==> config.mk <==
export PLATFORM = sky130hd
export DESIGN_NAME = modulo_decodificador_bcd_rolhas
export DESIGN_NICKNAME = d
export VERILOG_FILES = /design/src/rtl/modulo_decodificador_bcd_rolhas_pkg.sv /design/src/rtl/modulo_decodificador_bcd_rolhas_mul10.sv /design/src/rtl/modulo_decodificador_bcd_rolhas.sv
export SDC_FILE = /design/constraint.sdc
export NUM_CORES = 1
export LEC_CHECK = 0
export ABC_AREA = 1
export CAP_MARGIN = 30
export CORE_MARGIN = 5
export CORE_UTILIZATION = 30
export CTS_BUF_LIST = sky130_fd_sc_hd__clkbuf_4
export CTS_CLUSTER_DIAMETER = 30
export DETAILED_ROUTE_END_ITERATION = 7
export PLACE_DENSITY = 0.63
export SYNTH_ARGS = -nofsm -noshare
export SYNTH_HDL_FRONTEND = slang
export SYNTH_SLANG_ARGS = --single-unit
==> constraint.sdc <==
create_clock -name clk -period 3.7 [get_ports clk]
set_clock_uncertainty 0.05 [all_clocks]
set_input_delay 0.555 -clock clk [delete_from_list [all_inputs] [get_ports clk]]
set_output_delay 0.555 -clock clk [all_outputs]
set_load 0.02 [all_outputs]
==> src/rtl/modulo_decodificador_bcd_rolhas_pkg.sv <==
// Shared types and constants for the serial BCD cork-count decoder.
package rolhas_pkg;
  localparam int              ROLHAS_W       = 7;
  localparam logic [3:0]      BCD_MAX        = 4'd9;
  localparam int              MAX_ROLHAS_DEF = 99;

  typedef enum logic [1:0] {
    IDLE,
    WAIT_UNITS,
    DONE,
    ERR
  } state_t;
endpackage

==> src/rtl/modulo_decodificador_bcd_rolhas_mul10.sv <==
// Combinational tens*10 + units using shift-add; 99 max fits in ROLHAS_W bits.
module bcd_mul10_add
  import rolhas_pkg::*;
(
  input  logic [3:0]          tens,
  input  logic [3:0]          units,
  output logic [ROLHAS_W-1:0] value
);
  logic [ROLHAS_W-1:0] t, u;

  assign t     = {{(ROLHAS_W-4){1'b0}}, tens};
  assign u     = {{(ROLHAS_W-4){1'b0}}, units};
  assign value = (t << 3) + (t << 1) + u;
endmodule

==> src/rtl/modulo_decodificador_bcd_rolhas.sv <==
// Serial two-digit BCD (tens first) to binary cork count decoder.
// Optional range check against MAX_ROLHAS compiled in with DECOD_ROLHAS_LIMIT_EN.
module modulo_decodificador_bcd_rolhas
  import rolhas_pkg::*;
#(
  parameter int MAX_ROLHAS = MAX_ROLHAS_DEF
) (
  input  logic                clk,
  input  logic                reset,
  input  logic                clear,
  input  logic [3:0]          digit_in,
  input  logic                digit_valid,
  input  logic                enter,
  output logic                digit_ready,
  output logic [ROLHAS_W-1:0] value,
  output logic                done,
  output logic                error
);
`ifdef DECOD_ROLHAS_LIMIT_EN
  localparam bit LIMIT_EN = 1'b1;
`else
  localparam bit LIMIT_EN = 1'b0;
`endif

  state_t              state, nxt_state;
  logic [3:0]          tens;
  logic [ROLHAS_W-1:0] mul, result;
  logic                accept, bad_digit;
  logic                load_tens, complete, to_err;

  bcd_mul10_add u_mul (
    .tens  (tens),
    .units (digit_in),
    .value (mul)
  );

  assign accept    = digit_valid && digit_ready;
  assign bad_digit = digit_in > BCD_MAX;

  always_ff @(posedge clk) begin
    if (reset) state <= IDLE;
    else       state <= nxt_state;
  end

  always_comb begin
    nxt_state = state;
    load_tens = 1'b0;
    complete  = 1'b0;
    to_err    = 1'b0;
    result    = mul;
    if (clear) begin
      nxt_state = IDLE;
    end else begin
      unique case (state)
        IDLE: if (accept) begin
          if (bad_digit) begin
            nxt_state = ERR;
            to_err    = 1'b1;
          end else begin
            nxt_state = WAIT_UNITS;
            load_tens = 1'b1;
          end
        end
        WAIT_UNITS: if (accept) begin
          if (bad_digit) begin
            nxt_state = ERR;
            to_err    = 1'b1;
          end else begin
            complete  = 1'b1;
          end
        end else if (enter) begin
          // single-digit entry: the stored digit is really the units digit
          complete = 1'b1;
          result   = {{(ROLHAS_W-4){1'b0}}, tens};
        end
        DONE:    nxt_state = IDLE;
        default: nxt_state = ERR;
      endcase
      if (complete) begin
        if (LIMIT_EN && (int'(result) > MAX_ROLHAS)) begin
          complete  = 1'b0;
          to_err    = 1'b1;
          nxt_state = ERR;
        end else begin
          nxt_state = DONE;
        end
      end
    end
  end

  always_comb begin
    digit_ready = ((state == IDLE) || (state == WAIT_UNITS)) && !clear;
  end

  always_ff @(posedge clk) begin
    if (reset) begin
      tens  <= '0;
      value <= '0;
      done  <= 1'b0;
      error <= 1'b0;
    end else begin
      done <= complete;
      if (clear) begin
        tens  <= '0;
        error <= 1'b0;
      end else begin
        if (load_tens) tens  <= digit_in;
        if (complete)  value <= result;
        if (to_err)    error <= 1'b1;
      end
    end
  end
endmodule

==> out/metrics.json, run 1 <==
{
  "htreeDepth": 1,
  "sw_frac_of_total": 0.256,
  "layout.cells.non_filler": 167,
  "die_height_um": 65.0,
  "ctsRootBufferMaster": "sky130_fd_sc_hd__clkbuf_4",
  "timing.reg2reg.setup_slack_ps": 1580,
  "synth_top_cell_area_share": 0.331,
  "die_area_um2": 4230,
  "count_of_hold_buffers_inserted_by_post_cts_repair": 0,
  "n_antenna_cell": 0,
  "largest_net_degree_at_the_start_of_global_routing": 12,
  "mappedNetlistNets": 132,
  "ctsLongestPathBuffers": 2,
  "post_cts.resized_instances": 0,
  "vdd_ir_drop_max_mv": 0.138,
  "critPathLaunchType": "input port",
  "initialDrtViolationCount": 25,
  "floorplan.die.width_um": 65.0,
  "netSwitchingPower_uw": 80.9,
  "area_used_by_multi_input_combinational_logic_um2": 520,
  "post_synth.cell_area_avg_um2": 7.97,
  "clk_transition_reported_paths_ps": 80,
  "critPathArrivalTime_ps": 2640,
  "timing.critical_path.buf_inv": 3,
  "cts_inserted_buffers": 3,
  "synth_area_um2": 908,
  "synth_ff_type": "sky130_fd_sc_hd__dfxtp_1",
  "hold_class": "register to register",
  "worst_pin_slew_ps": 404,
  "synth_top_area_cell": "sky130_fd_sc_hd__dfxtp_1",
  "ys_ff_latch": 15,
  "result_of_the_run": "complete, no violations",
  "design.core.area_um2": 2980,
  "viasPerCell": 4.77,
  "drt-wirelength-per-cell_um": 11.4,
  "cell_variety_after_synth": 21,
  "placementRows": 20,
  "worst-setup-path-type": "input port to register",
  "timing.slew.headroom": 0.730,
  "dp.cells": 163,
  "grt_pass1_wl_um": 2990,
  "vias": 796,
  "post_route_cells_drive_above_1_share": 0.127,
  "critical_path_sink_type": "register",
  "share_comb_of_total_power": 0.166,
  "grt_setup_unrepaired": "false",
  "share_seq_of_total_power": 0.525,
  "cts_setup_buffers": 0,
  "count_of_flip_flops_with_a_built_in_enable_after_synthesis": 0,
  "crit_path_max_incr_delay_ps": 530,
  "synth-warning-count": 0,
  "final_hold_viol_count": 0,
  "critical_path.cell_chain": "clkdlybuf4s50_1 > inv_1 > fa_1 > inv_1 > fa_1 > nand3_1 > nand3_1 > nand2_1 > nand2_1 > nand4_1 > a21oi_1",
  "grt_util_all_layers": 0.0904,
  "clkSinkCount": 15,
  "overall_routed_net_length_um": 1900,
  "power.density_cell_area_nw_per_um2": 277,
  "maxCapViolations": 0,
  "max_clock_freq_mhz": 394,
  "maxSlewViolCount": 0,
  "timing.final.setup_violations": 0,
  "initial_core_util": 0.305,
  "synthCells": 114,
  "drt-pass1-iter-count": 5,
  "antenna_found_initial": 0,
  "synthTopCellsByArea": "sky130_fd_sc_hd__dfxtp_1, sky130_fd_sc_hd__ha_1, sky130_fd_sc_hd__nand2_1",
  "critical_path.max_fanout": 2,
  "final_layout_fill_cell_count": 323,
  "internal-power_uw": 235,
  "drt_drc_violations_left": 0,
  "critical-path-top-delay-family": "adder cells",
  "ios": 19,
  "totalNegativeSetupSlack_ps": 0,
  "finalWeightedCongestion": 0.859,
  "final.period_utilization": 0.687,
  "power.clock.fraction": 0.310,
  "globalRoute.totalOverflow": 0,
  "first_global_vias": 727,
  "yosysMostFrequentCell": "sky130_fd_sc_hd__nand2_1",
  "cell_leakage_power_nw": 0.485,
  "area_growth_syn_to_layout_pct": 25.6,
  "wp_data_required_ps": 3800,
  "postSynth.asyncResetShare": 0,
  "fraction_of_the_yosys_area_taken_by_sequential_cells": 0.331,
  "period_needed_ps": 2540,
  "worst_skew_pair.late_latency_ps": 280,
  "tritoncts": "yes",
  "final_antenna_net_count": 0,
  "post-dp-hpwl_um": 1580,
  "number_of_i_o_port_buffers": 18,
  "slowest_stage": "sky130_fd_sc_hd__fa_1",
  "final_nets": 153,
  "final-seq-area_um2": 300,
  "post_synth_most_frequent_cells": "sky130_fd_sc_hd__nand2_1, sky130_fd_sc_hd__inv_1, sky130_fd_sc_hd__dfxtp_1, sky130_fd_sc_hd__nor2_1"
}
stage by stage:
stage	utilization	total power, mW	cell area [um2]	hold WS [ps]	setup slack [ps]
5_1_grt	0.383	0.337	1140	445	1080
4_1_cts	0.383	0.325	1140	421	1190
2_1_floorplan	-	0.203	908	408	1520
3_5_place_dp	0.373	0.222	1110	407	883
6_report	0.383	0.316	1140	421	1160
3_3_place_gp	0.373	0.221	1110	404	960
area by class of cell:
cell class | count | area share
well taps | 33 | 0.0362
flip-flops and latches | 15 | 0.263
inverters | 17 | 0.0603
clock buffers | 4 | 0.0263
multi-input cells | 80 | 0.456
repair buffers | 18 | 0.158
power groups by stage:
stage,Clock [mW],Sequential (mW),Combinational (mW)
floorplan,0,0.170,0.0326
finish,0.0980,0.166,0.0523
CTS,0.106,0.166,0.0528
global route,0.112,0.166,0.0585
detailed placement,0,0.170,0.0524
global placement,0,0.170,0.0516
routing by layer:
layer | routed length, um | track usage | up-vias | part of all wire
li1 | - | - | 419 | -
met1 | 893 | 0.105 | 352 | 0.47
met2 | 886 | 0.158 | 23 | 0.47
met3 | 116 | 0.0416 | 2 | 0.061
met4 | 3 | 0.00777 | 0 | 0.0016
met5 | 0 | 0 | - | 0
tightest hold or removal path, stage by stage (launching register included):
cell	delay (ps)
sky130_fd_sc_hd__dfxtp_1	320
sky130_fd_sc_hd__nand2_1	60
sky130_fd_sc_hd__a21oi_1	50
flip-flops by register name, summed over array words and instances (netlist names):
name,cells
value,7
tens,4
state,2
done,1
error,1
final timing paths:
| kind | start | endpoint | cells past startpoint |
|---|---|---|---|
| hold reg to reg | value[5] | value[5] | 2 |
| setup reg to reg | tens[0] | value[6] | 10 |
| setup / recovery | digit_in[3] | value[6] | 11 |
| hold / removal | value[5] | value[5] | 2 |
placed cells by master (no fill, tap or decap):
master / n
sky130_fd_sc_hd__nor2_4: 3
sky130_fd_sc_hd__nand3_1: 4
sky130_fd_sc_hd__nand3_2: 1
sky130_fd_sc_hd__a21oi_2: 4
sky130_fd_sc_hd__nand2_2: 1
sky130_fd_sc_hd__a21oi_1: 7
sky130_fd_sc_hd__o21ai_1: 1
sky130_fd_sc_hd__a211oi_1: 3
sky130_fd_sc_hd__nand2_4: 3
sky130_fd_sc_hd__nand4_1: 5
sky130_fd_sc_hd__clkbuf_4: 4
sky130_fd_sc_hd__clkinv_4: 1
sky130_fd_sc_hd__dfxtp_1: 15
sky130_fd_sc_hd__o21ai_0: 7
sky130_fd_sc_hd__clkdlybuf4s50_1: 18
sky130_fd_sc_hd__nand2_1: 23
sky130_fd_sc_hd__fa_1: 2
sky130_fd_sc_hd__nor2_1: 8
sky130_fd_sc_hd__ha_1: 7
sky130_fd_sc_hd__inv_1: 16
sky130_fd_sc_hd__xor2_1: 1
kinds of logic (layout without fill, tap and decap cells):
family / Yosys count / in the layout / synth area share
AOI/OAI and AO/OA: 22 / 22 / 0.146
xor gates and xnor gates: 1 / 1 / 0.00964
buffers and inverters: 19 / 39 / 0.0964
adders and majority gates: 9 / 9 / 0.140
and+or+nand+nor: 48 / 48 / 0.277
DFF: 15 / 15 / 0.331
Power figures use the tool's default switching activity.
==> inputs of run 2 (changes only) <==
==> constraint.sdc (replaced) <==
create_clock -name clk -period 2.4 [get_ports clk]
set_clock_uncertainty 0.05 [all_clocks]
set_input_delay 0.36 -clock clk [delete_from_list [all_inputs] [get_ports clk]]
set_output_delay 0.36 -clock clk [all_outputs]
set_load 0.02 [all_outputs]
==> out/metrics.json, run 2 (same netlist as run 1, synthesis figures left out) <==
{
  "timing.slew.headroom": {"value": 0.732, "change": "was 0.730"},
  "htreeDepth": {"value": 1, "change": "unchanged"},
  "cts_inserted_buffers": {"value": 3, "change": "unchanged"},
  "hold_class": {"value": "input port to register", "change": "was register to register"},
  "critical_path.max_fanout": {"value": 3, "change": "was 2"},
  "placementRows": {"value": 20, "change": "unchanged"},
  "critPathLaunchType": {"value": "input port", "change": "unchanged"},
  "floorplan.die.width": {"value": 65.0, "unit": "um", "change": "unchanged"},
  "die_area": {"value": 4230, "unit": "um2", "change": "unchanged"},
  "maxSlewViolCount": {"value": 0, "change": "unchanged"},
  "worst-setup-path-type": {"value": "input port to output pin", "change": "was input port to register"},
  "clk_transition_reported_paths": {"value": 90, "unit": "ps", "change": "was 80 ps"},
  "crit_start": {"value": "clear", "change": "was digit_in[3]"},
  "drt-pass1-iter-count": {"value": 4, "change": "was 5"},
  "viasPerCell": {"value": 4.60, "change": "was 4.77"},
  "largest_net_degree_at_the_start_of_global_routing": {"value": 12, "change": "unchanged"},
  "finalWeightedCongestion": {"value": 0.892, "change": "was 0.859"},
  "vias": {"value": 778, "change": "was 796"},
  "antenna_found_initial": {"value": 0, "change": "unchanged"},
  "period_needed_ps": 2030,
  "worst_pin_slew": {"value": 401, "unit": "ps", "change": "was 404 ps"},
  "timing.final.setup_violations": {"value": 0, "change": "unchanged"},
  "ios": {"value": 19, "change": "unchanged"},
  "cts_setup_buffers": {"value": 0, "change": "unchanged"},
  "count_of_hold_buffers_inserted_by_post_cts_repair": {"value": 0, "change": "unchanged"},
  "commonest_cells_after_routing_fill_and_taps_aside": {"value": "sky130_fd_sc_hd__nand2_1, sky130_fd_sc_hd__clkdlybuf4s50_1, sky130_fd_sc_hd__inv_1, sky130_fd_sc_hd__dfxtp_1, sky130_fd_sc_hd__nor2_1", "change": "unchanged"},
  "totalNegativeSetupSlack": {"value": 0, "unit": "ps", "change": "unchanged"},
  "hold_path.startpoint": {"value": "digit_in[3]", "change": "was value[5]"},
  "post-route-worst-setup-slack": {"value": 369, "unit": "ps", "change": "was 1160 ps"},
  "grt_util_all_layers": {"value": 0.0915, "change": "was 0.0904"},
  "final_antenna_net_count": {"value": 0, "change": "unchanged"},
  "tritoncts": {"value": "yes", "change": "unchanged"},
  "max_flop_register": {"value": "value", "change": "unchanged"},
  "max_clock_freq_mhz": 492,
  "layout.cells.non_filler": {"value": 169, "change": "was 167"},
  "ctsRootBufferMaster": {"value": "sky130_fd_sc_hd__clkbuf_4", "change": "unchanged"},
  "worst_skew_pair.late_latency": {"value": 280, "unit": "ps", "change": "about the same"},
  "final_nets": {"value": 155, "change": "was 153"},
  "cell_leakage_power": {"value": 0.501, "unit": "nW", "change": "was 0.485 nW"},
  "vdd_ir_drop_max": {"value": 0.289, "unit": "mV", "change": "was 0.138 mV"},
  "initial_core_util": {"value": 0.305, "change": "unchanged"},
  "critical_path_sink_type": {"value": "output pin", "change": "was register"},
  "post_cts.resized_instances": {"value": 0, "change": "unchanged"},
  "final.period_utilization": 0.846,
  "post_route_cells_drive_above_1_share": {"value": 0.154, "change": "was 0.127"},
  "wp_data_required": {"value": 1990, "unit": "ps", "change": "was 3800 ps"},
  "design.core.area": {"value": 2980, "unit": "um2", "change": "unchanged"},
  "power.density_cell_area": {"value": 424, "unit": "nW/um2", "change": "was 277 nW/um2"},
  "layout.cells.most_common": {"value": "sky130_fd_sc_hd__nand2_1", "change": "unchanged"},
  "r2r-start": {"value": "tens[0]", "change": "unchanged"},
  "post-dp-hpwl": {"value": 1510, "unit": "um", "change": "was 1580 um"},
  "overall_routed_net_length": {"value": 1790, "unit": "um", "change": "was 1900 um"},
  "clkSinkCount": {"value": 15, "change": "unchanged"},
  "area_growth_syn_to_layout": {"value": 27.8, "unit": "%", "change": "was 25.6%"},
  "grt_pass1_wl": {"value": 3100, "unit": "um", "change": "was 2990 um"},
  "ctsLongestPathBuffers": {"value": 2, "change": "unchanged"},
  "number_of_i_o_port_buffers": {"value": 18, "change": "unchanged"},
  "final_hold_viol_count": {"value": 0, "change": "unchanged"},
  "critPathArrivalTime": {"value": 1620, "unit": "ps", "change": "was 2640 ps"},
  "drt_drc_violations_left": {"value": 0, "change": "unchanged"},
  "dp.cells": {"value": 165, "change": "was 163"},
  "first_global_vias": {"value": 709, "change": "was 727"},
  "initialDrtViolationCount": {"value": 43, "change": "was 25"},
  "globalRoute.totalOverflow": {"value": 0, "change": "unchanged"},
  "n_antenna_cell": {"value": 0, "change": "unchanged"},
  "worst_setup_timing_slack_at_the_placement_stage": {"value": -184, "unit": "ps", "change": "was 883 ps"},
  "grt_setup_unrepaired": {"value": "false", "change": "unchanged"},
  "r2r_cells": {"value": 11, "change": "was 10"},
  "maxCapViolations": {"value": 0, "change": "unchanged"},
  "largest_reg_flops": {"value": 7, "change": "unchanged"},
  "die_height": {"value": 65.0, "unit": "um", "change": "unchanged"},
  "biggestRegsByFlops": {"value": "value x7, tens x4, state x2", "change": "unchanged"},
  "drt-wirelength-per-cell": {"value": 10.6, "unit": "um", "change": "was 11.4 um"},
  "result_of_the_run": {"value": "complete, no violations", "change": "unchanged"},
  "holdPathStages": {"value": 3, "change": "was 2"}
}
## run 2: cell types whose count changed in the layout (fill, tap and decap cells not counted), sizes merged
cell           change
buf                +2
dlymetal6s2s       +1
clkdlybuf4s50      -1
## run 2: worst max-delay path: stages
cell                              delay [ps]
sky130_fd_sc_hd__clkdlybuf4s50_1         500
sky130_fd_sc_hd__nor2_4                  150
sky130_fd_sc_hd__clkdlybuf4s50_1         620
## run 2: worst paths after layout
kind	end	slack, ps
worst max-delay path	digit_ready	370
worst min-delay path	tens[3]	340
worst max register to register	value[5]	380
worst min register to register	value[5]	420
## run 2: layout make-up
class	instances	area (um2)
inverters	17	68.8
clock buffers	4	30.0
fillers	307	1820
repair buffers	20	198
flip-flops and latches	15	300
well taps	33	41.3
multi-input cells	80	523
## run 2: through the flow
| step | hold slack (ps) | instance area (um2) | utilization | power (mW) |
|---|---|---|---|---|
| after floorplan | 408 | 908 | - | 0.313 |
| after global placement | 404 | 1130 | 0.378 | 0.345 |
| after detailed placement | 408 | 1130 | 0.378 | 0.345 |
| after CTS | 421 | 1160 | 0.388 | 0.502 |
| after global routing | 349 | 1160 | 0.390 | 0.525 |
| final | 341 | 1160 | 0.390 | 0.492 |
## run 2: metal layers
metal | track usage | share of wire | up-vias
met1 | 0.118 | 0.48 | 343
met2 | 0.147 | 0.45 | 16
met4 | 0 | 0 | 0
met3 | 0.0451 | 0.073 | 0
met5 | 0 | 0 | -
li1 | - | - | 419
## run 2: power by group
| part | internal [mW] | switching, mW | total, mW | leakage (nW) |
|---|---|---|---|---|
| clock network | 0.0757 | 0.0762 | 0.152 | 0.0184 |
| logic | 0.0374 | 0.0468 | 0.0841 | 0.361 |
| registers | 0.253 | 0.00284 | 0.256 | 0.121 |
| total | 0.366 | 0.126 | 0.492 | 0.501 |
